$ cat src/rtl/mul_arb_pkg.sv
`default_nettype none
// ============================================================================
// Module   : mul_arb_pkg
// Brief    : Shared types and constants for the shared-multiplier arbiter.
// Revision : 1.0
// ============================================================================
package mul_arb_pkg;

  typedef enum logic [1:0] {
    IDLE = 2'd0,
    CALC = 2'd1,
    HOLD = 2'd2
  } state_t;

  localparam int unsigned c_CNT_W = 8;

  typedef logic req_id_t;

endpackage
`default_nettype wire

$ cat src/rtl/mul_core.sv
`default_nettype none
// ============================================================================
// Module   : mul_core
// Brief    : Combinational N x N -> 2N unsigned multiplier.
// Revision : 1.0
// ============================================================================
module mul_core #(
  parameter int N = 4
) (
  input  logic [N-1:0]   i_a,
  input  logic [N-1:0]   i_b,
  output logic [2*N-1:0] o_p
);

  // Widen before multiplying so the full 2N-bit product is kept.
  assign o_p = (2*N)'(i_a) * (2*N)'(i_b);

endmodule
`default_nettype wire

$ cat src/rtl/mul_share_arbiter.sv
`default_nettype none
// ============================================================================
// Module   : mul_share_arbiter
// Brief    : Round-robin arbiter sharing one multiplier between two requesters.
// Revision : 1.0
// ============================================================================
module mul_share_arbiter
  import mul_arb_pkg::*;
#(
  parameter int N = 4
) (
  input  logic               clk,
  input  logic               rst,
  input  logic               req0_valid,
  input  logic [N-1:0]       req0_a,
  input  logic [N-1:0]       req0_b,
  output logic               req0_ready,
  input  logic               req1_valid,
  input  logic [N-1:0]       req1_a,
  input  logic [N-1:0]       req1_b,
  output logic               req1_ready,
  output logic               res_valid,
  output logic [2*N-1:0]     res_product,
  output logic               res_id,
  input  logic               res_ready,
  output logic               busy,
  output logic [c_CNT_W-1:0] done_cnt0,
  output logic [c_CNT_W-1:0] done_cnt1
);

  state_t         r_state;
  state_t         w_next;
  req_id_t        r_last_grant;
  req_id_t        r_id;
  logic [N-1:0]   r_a;
  logic [N-1:0]   r_b;
  logic           w_grant;
  req_id_t        w_grant_id;
  logic           w_done;
  logic [2*N-1:0] w_product;

  mul_core #(.N(N)) u_mul_core (
    .i_a (r_a),
    .i_b (r_b),
    .o_p (w_product)
  );

  always_comb begin
    w_next     = r_state;
    w_grant    = 1'b0;
    w_grant_id = r_last_grant;
    w_done     = 1'b0;
    req0_ready = 1'b0;
    req1_ready = 1'b0;
    case (r_state)
      IDLE: begin
        // Gated by rst so no ready escapes while reset is held.
        if (!rst) begin
          if (req0_valid && req1_valid) begin
            w_grant    = 1'b1;
            w_grant_id = ~r_last_grant;
          end else if (req0_valid) begin
            w_grant    = 1'b1;
            w_grant_id = 1'b0;
          end else if (req1_valid) begin
            w_grant    = 1'b1;
            w_grant_id = 1'b1;
          end
        end
        req0_ready = w_grant && !w_grant_id;
        req1_ready = w_grant && w_grant_id;
        if (w_grant) w_next = CALC;
      end
      CALC: w_next = HOLD;
      HOLD: begin
        if (res_ready) begin
          w_done = 1'b1;
          w_next = IDLE;
        end
      end
      default: w_next = IDLE;
    endcase
  end

  always_ff @(posedge clk or posedge rst) begin
    if (rst) begin
      r_state      <= IDLE;
      r_last_grant <= 1'b1;
      r_id         <= 1'b0;
      r_a          <= '0;
      r_b          <= '0;
      res_product  <= '0;
      res_id       <= 1'b0;
      done_cnt0    <= '0;
      done_cnt1    <= '0;
    end else begin
      r_state <= w_next;
      if (w_grant) begin
        r_a          <= w_grant_id ? req1_a : req0_a;
        r_b          <= w_grant_id ? req1_b : req0_b;
        r_id         <= w_grant_id;
        r_last_grant <= w_grant_id;
      end
      if (r_state == CALC) begin
        res_product <= w_product;
        res_id      <= r_id;
      end
      if (w_done) begin
        if (res_id) done_cnt1 <= done_cnt1 + c_CNT_W'(1);
        else        done_cnt0 <= done_cnt0 + c_CNT_W'(1);
      end
    end
  end

  assign res_valid = (r_state == HOLD);
  assign busy      = (r_state != IDLE);

endmodule
`default_nettype wire
$ cat config.mk
export PLATFORM = sky130hd
export DESIGN_NAME = mul_share_arbiter
export DESIGN_NICKNAME = d
export VERILOG_FILES = /design/src/rtl/mul_arb_pkg.sv /design/src/rtl/mul_core.sv /design/src/rtl/mul_share_arbiter.sv
export SDC_FILE = /design/constraint.sdc
export NUM_CORES = 1
export LEC_CHECK = 0
export ABC_AREA = 1
export BUFFER_PORTS_ARGS = -buffer_cell sky130_fd_sc_hd__buf_2
export CAP_MARGIN = 10
export CELL_PAD_IN_SITES_DETAIL_PLACEMENT = 0
export CELL_PAD_IN_SITES_GLOBAL_PLACEMENT = 1
export CORE_MARGIN = 4
export CORE_UTILIZATION = 25
export CTS_BUF_LIST = sky130_fd_sc_hd__clkbuf_2
export DETAILED_ROUTE_END_ITERATION = 10
export GPL_ROUTABILITY_DRIVEN = 0
export GPL_TIMING_DRIVEN = 0
export HOLD_SLACK_MARGIN = 0.02
export PLACE_DENSITY_LB_ADDON = 0.3
export SLEW_MARGIN = 20
export SYNTH_ARGS = -nofsm -noshare
export SYNTH_HDL_FRONTEND = slang
export SYNTH_SLANG_ARGS = --single-unit
$ cat constraint.sdc
create_clock -name clk -period 6.6 [get_ports clk]
set_clock_uncertainty 0.1 [all_clocks]
set_input_delay 1.32 -clock clk [delete_from_list [all_inputs] [get_ports clk]]
set_output_delay 1.32 -clock clk [all_outputs]
set_load 0.02 [all_outputs]
==> results_dict.tcl <==
set metrics [dict create \
    status "complete, no violations" \
    pre_cts_ws_ns 2.36 \
    dr.first_iter.drc_count 72 \
    ant_nets 0 \
    synthCells 315 \
    synth_edf_count 0 \
    grt-ovfl-total 0 \
    synthToLayoutAreaGrowth_pct 18.9 \
    drv_slew 0 \
    numPortBuffers 49 \
    drt_first_pass_iters 4 \
    syn_area_per_cell_um2 7.46 \
    die_y_um 105 \
    fin_crit_sh 0.634 \
    core_area_um2 9200 \
    grt_pass1_wl_um 8920 \
    hold_depth 2 \
    synth_xor_area_frac 0.0261 \
    ys.flop_type "dfrtp_1" \
    cts-root-buf "clkbuf_2" \
    hold_viol 0 \
    hp-start "res_product[2]" \
    synth_compound_area_frac 0.0362 \
    min_path_type "reg2reg" \
    start_kind "input port" \
    rsz0062_at_grt "false" \
    ys_top_cells_by_area "dfrtp_1, nand2_1, inv_1" \
    critPathArrivalTime_ns 2.76 \
    fin_ws_ns 2.42 \
    r2r-end "res_product[6]" \
    stdcell_area_um2 2800 \
    grt_pass1_vias 1863 \
    yosys.area.top_type "dfrtp_1" \
    cp_common_cell "nand2_1" \
    cp-end-kind "primary output" \
    fin_util 0.304 \
    critical_path.max_stage_delay_ns 0.31 \
    setup_tns_ns 0 \
    ys_async_sr_fraction 1.00 \
    ios 50 \
    drive_gt1_frac 0.206 \
    fin_nets 411 \
    peakVddDrop_uv 110 \
    die_w_um 105 \
    min_to "res_product[2]" \
    yosysWarnings 0 \
    setup_viol 0 \
    vias 2009 \
    period_needed_ns 4.18 \
    critPathKind "in2out" \
    synth-seq-cells 37 \
    fill_cells 1059 \
    rr_startpoint "r_a[0]" \
    cts.sinks 37 \
    post_drt_wl_per_cell_um 10.7 \
    cts_tree "yes" \
    postPlaceCellArea_um2 2760 \
    p_per_area_nw_per_um2 373 \
    cts_buffers 5 \
    clk_path_buf_depth 2 \
    crit_required_ns 5.18 \
    diodes 0 \
    drt-total-wl_um 5170 \
    yosysSeqAreaShare 0.394 \
    antenna_found_initial 0 \
    vias_per_cell 4.15 \
    grt_max_degree 26 \
    hold_slack_ns 0.391 \
    grt_use_total 0.0975 \
    synth_cell_types 25 \
    cts_setup_buffers 0 \
    synth-adder-area-share 0.109 \
    path_delay_family "buffers and inverters" \
    start_util 0.256 \
    reg2reg_depth 12 \
    synth_common_cells "nand2_1, inv_1, nand3_1" \
    path_clk_slew_ns 0.18 \
    power.leakage_nw 1.70 \
    hpwl_um 4120 \
    synth.cell_area_um2 2350 \
    ctsHtreeMaxLevel 2 \
    rows 35 \
    yosysMostFrequentCell "nand2_1" \
    dieArea_um2 11000 \
    max_freq_mhz 239 \
    slew_headroom 0.716 \
    path_max_fanout 25 \
    clk_latency_ns 0.39 \
    regToRegSetupSlack_ns 3.76 \
    total_power_mw 1.04 \
    syn_nets 354 \
    placed_cells 476 \
    cp_slowest_cell "inv_2" \
    worst_pin_slew_ns 0.425 \
    synth_top_family_by_area "simple AND/OR/NAND/NOR gates" \
    critPathBufInv 5 \
    drc_errors 0 \
    max_cap_violations 0 \
    synthMuxAreaShare 0 \
    synth_simple_gate_area_frac 0.325 \
    yosysTopAreaCellShare 0.383 \
    cp_cell_sequence "buf_2 > inv_2 > buf_12 > nand2_1 > nand2_1 > nand3_2 > nand2_1 > nand2_1 > inv_1 > buf_2" \
    cts.repair.resized 0 \
    fin_cells 484 \
    cts_hold_buf 0 \
]
==> metal layers <==
layer | vias to the layer above | track usage | part of all wire
li1 | 1088 | - | -
met1 | 875 | 0.138 | 0.52
met2 | 41 | 0.147 | 0.42
met3 | 5 | 0.0241 | 0.049
met4 | 0 | 0.0281 | 0.014
met5 | - | 0 | 0
==> flip-flops by register name, summed over array words and instances (netlist names) <==
name / cells
done_cnt0: 8
done_cnt1: 8
res_product: 8
r_a: 4
r_b: 4
r_state: 2
r_id: 1
r_last_grant: 1
res_id: 1
==> kinds of logic (layout without fill, tap and decap cells) <==
group           Yosys count  count (layout)
fa+ha+maj                18              18
buf+inv                  67             125
simple gates            169             169
compound gates           17              17
xor+xnor                  7               7
flops                    37              37
==> worst register-to-register path, cell delays in order (launching register included) <==
cell and delay, ns:
dfrtp_1 0.47, nand2_1 0.11, fa_1 0.54, inv_1 0.06, fa_1 0.56, inv_1 0.07, fa_1 0.43, inv_1 0.08
nand3_1 0.06, nand2_1 0.08, or2_2 0.10, nand3_1 0.05, nand2_1 0.07
==> layout make-up <==
class | instances | area [um2] | area share
plain buffers | 2 | 15.0 | 0.00537
clock buffers | 6 | 30.0 | 0.0107
clock inverters | 2 | 10.0 | 0.00358
inverters | 65 | 244 | 0.0873
multi-input cells | 211 | 1160 | 0.417
flip-flops and latches | 37 | 927 | 0.332
well taps | 111 | 139 | 0.0497
repair buffers | 50 | 265 | 0.0949
==> how the worst max path moves through the flow <==
stage	start	cells past startpoint	to	slack, ns
3_3_place_gp	rst	8	req1_ready	1.38
2_1_floorplan	rst	5	req0_ready	2.06
3_5_place_dp	rst	10	req1_ready	2.36
6_report	rst	10	req1_ready	2.42
4_1_cts	rst	9	req1_ready	2.36
5_1_grt	rst	10	req1_ready	2.24
==> where the power goes <==
group          switching [mW]  internal, mW
registers              0.0953         0.312
logic                   0.338         0.192
clock network          0.0774        0.0267
==> placed cells by master, fill, tap and decap left out, drive strengths merged <==
| cell | synthesis | final |
|---|---|---|
| fa | 4 | 4 |
| xnor2 | 3 | 3 |
| o21ai | 13 | 13 |
| inv | 65 | 65 |
| clkinv | 0 | 2 |
| nor3 | 1 | 1 |
| nor2 | 14 | 14 |
| dfstp | 1 | 1 |
| a21oi | 4 | 4 |
| clkbuf | 0 | 6 |
| ha | 14 | 14 |
| xor2 | 4 | 4 |
| nand2 | 107 | 107 |
| nand3 | 42 | 42 |
| dfrtp | 36 | 36 |
| or2 | 1 | 1 |
| nand3b | 1 | 1 |
| nand4 | 3 | 3 |
| buf | 2 | 52 |
No activity file was read; power rests on OpenSTA's default activity.
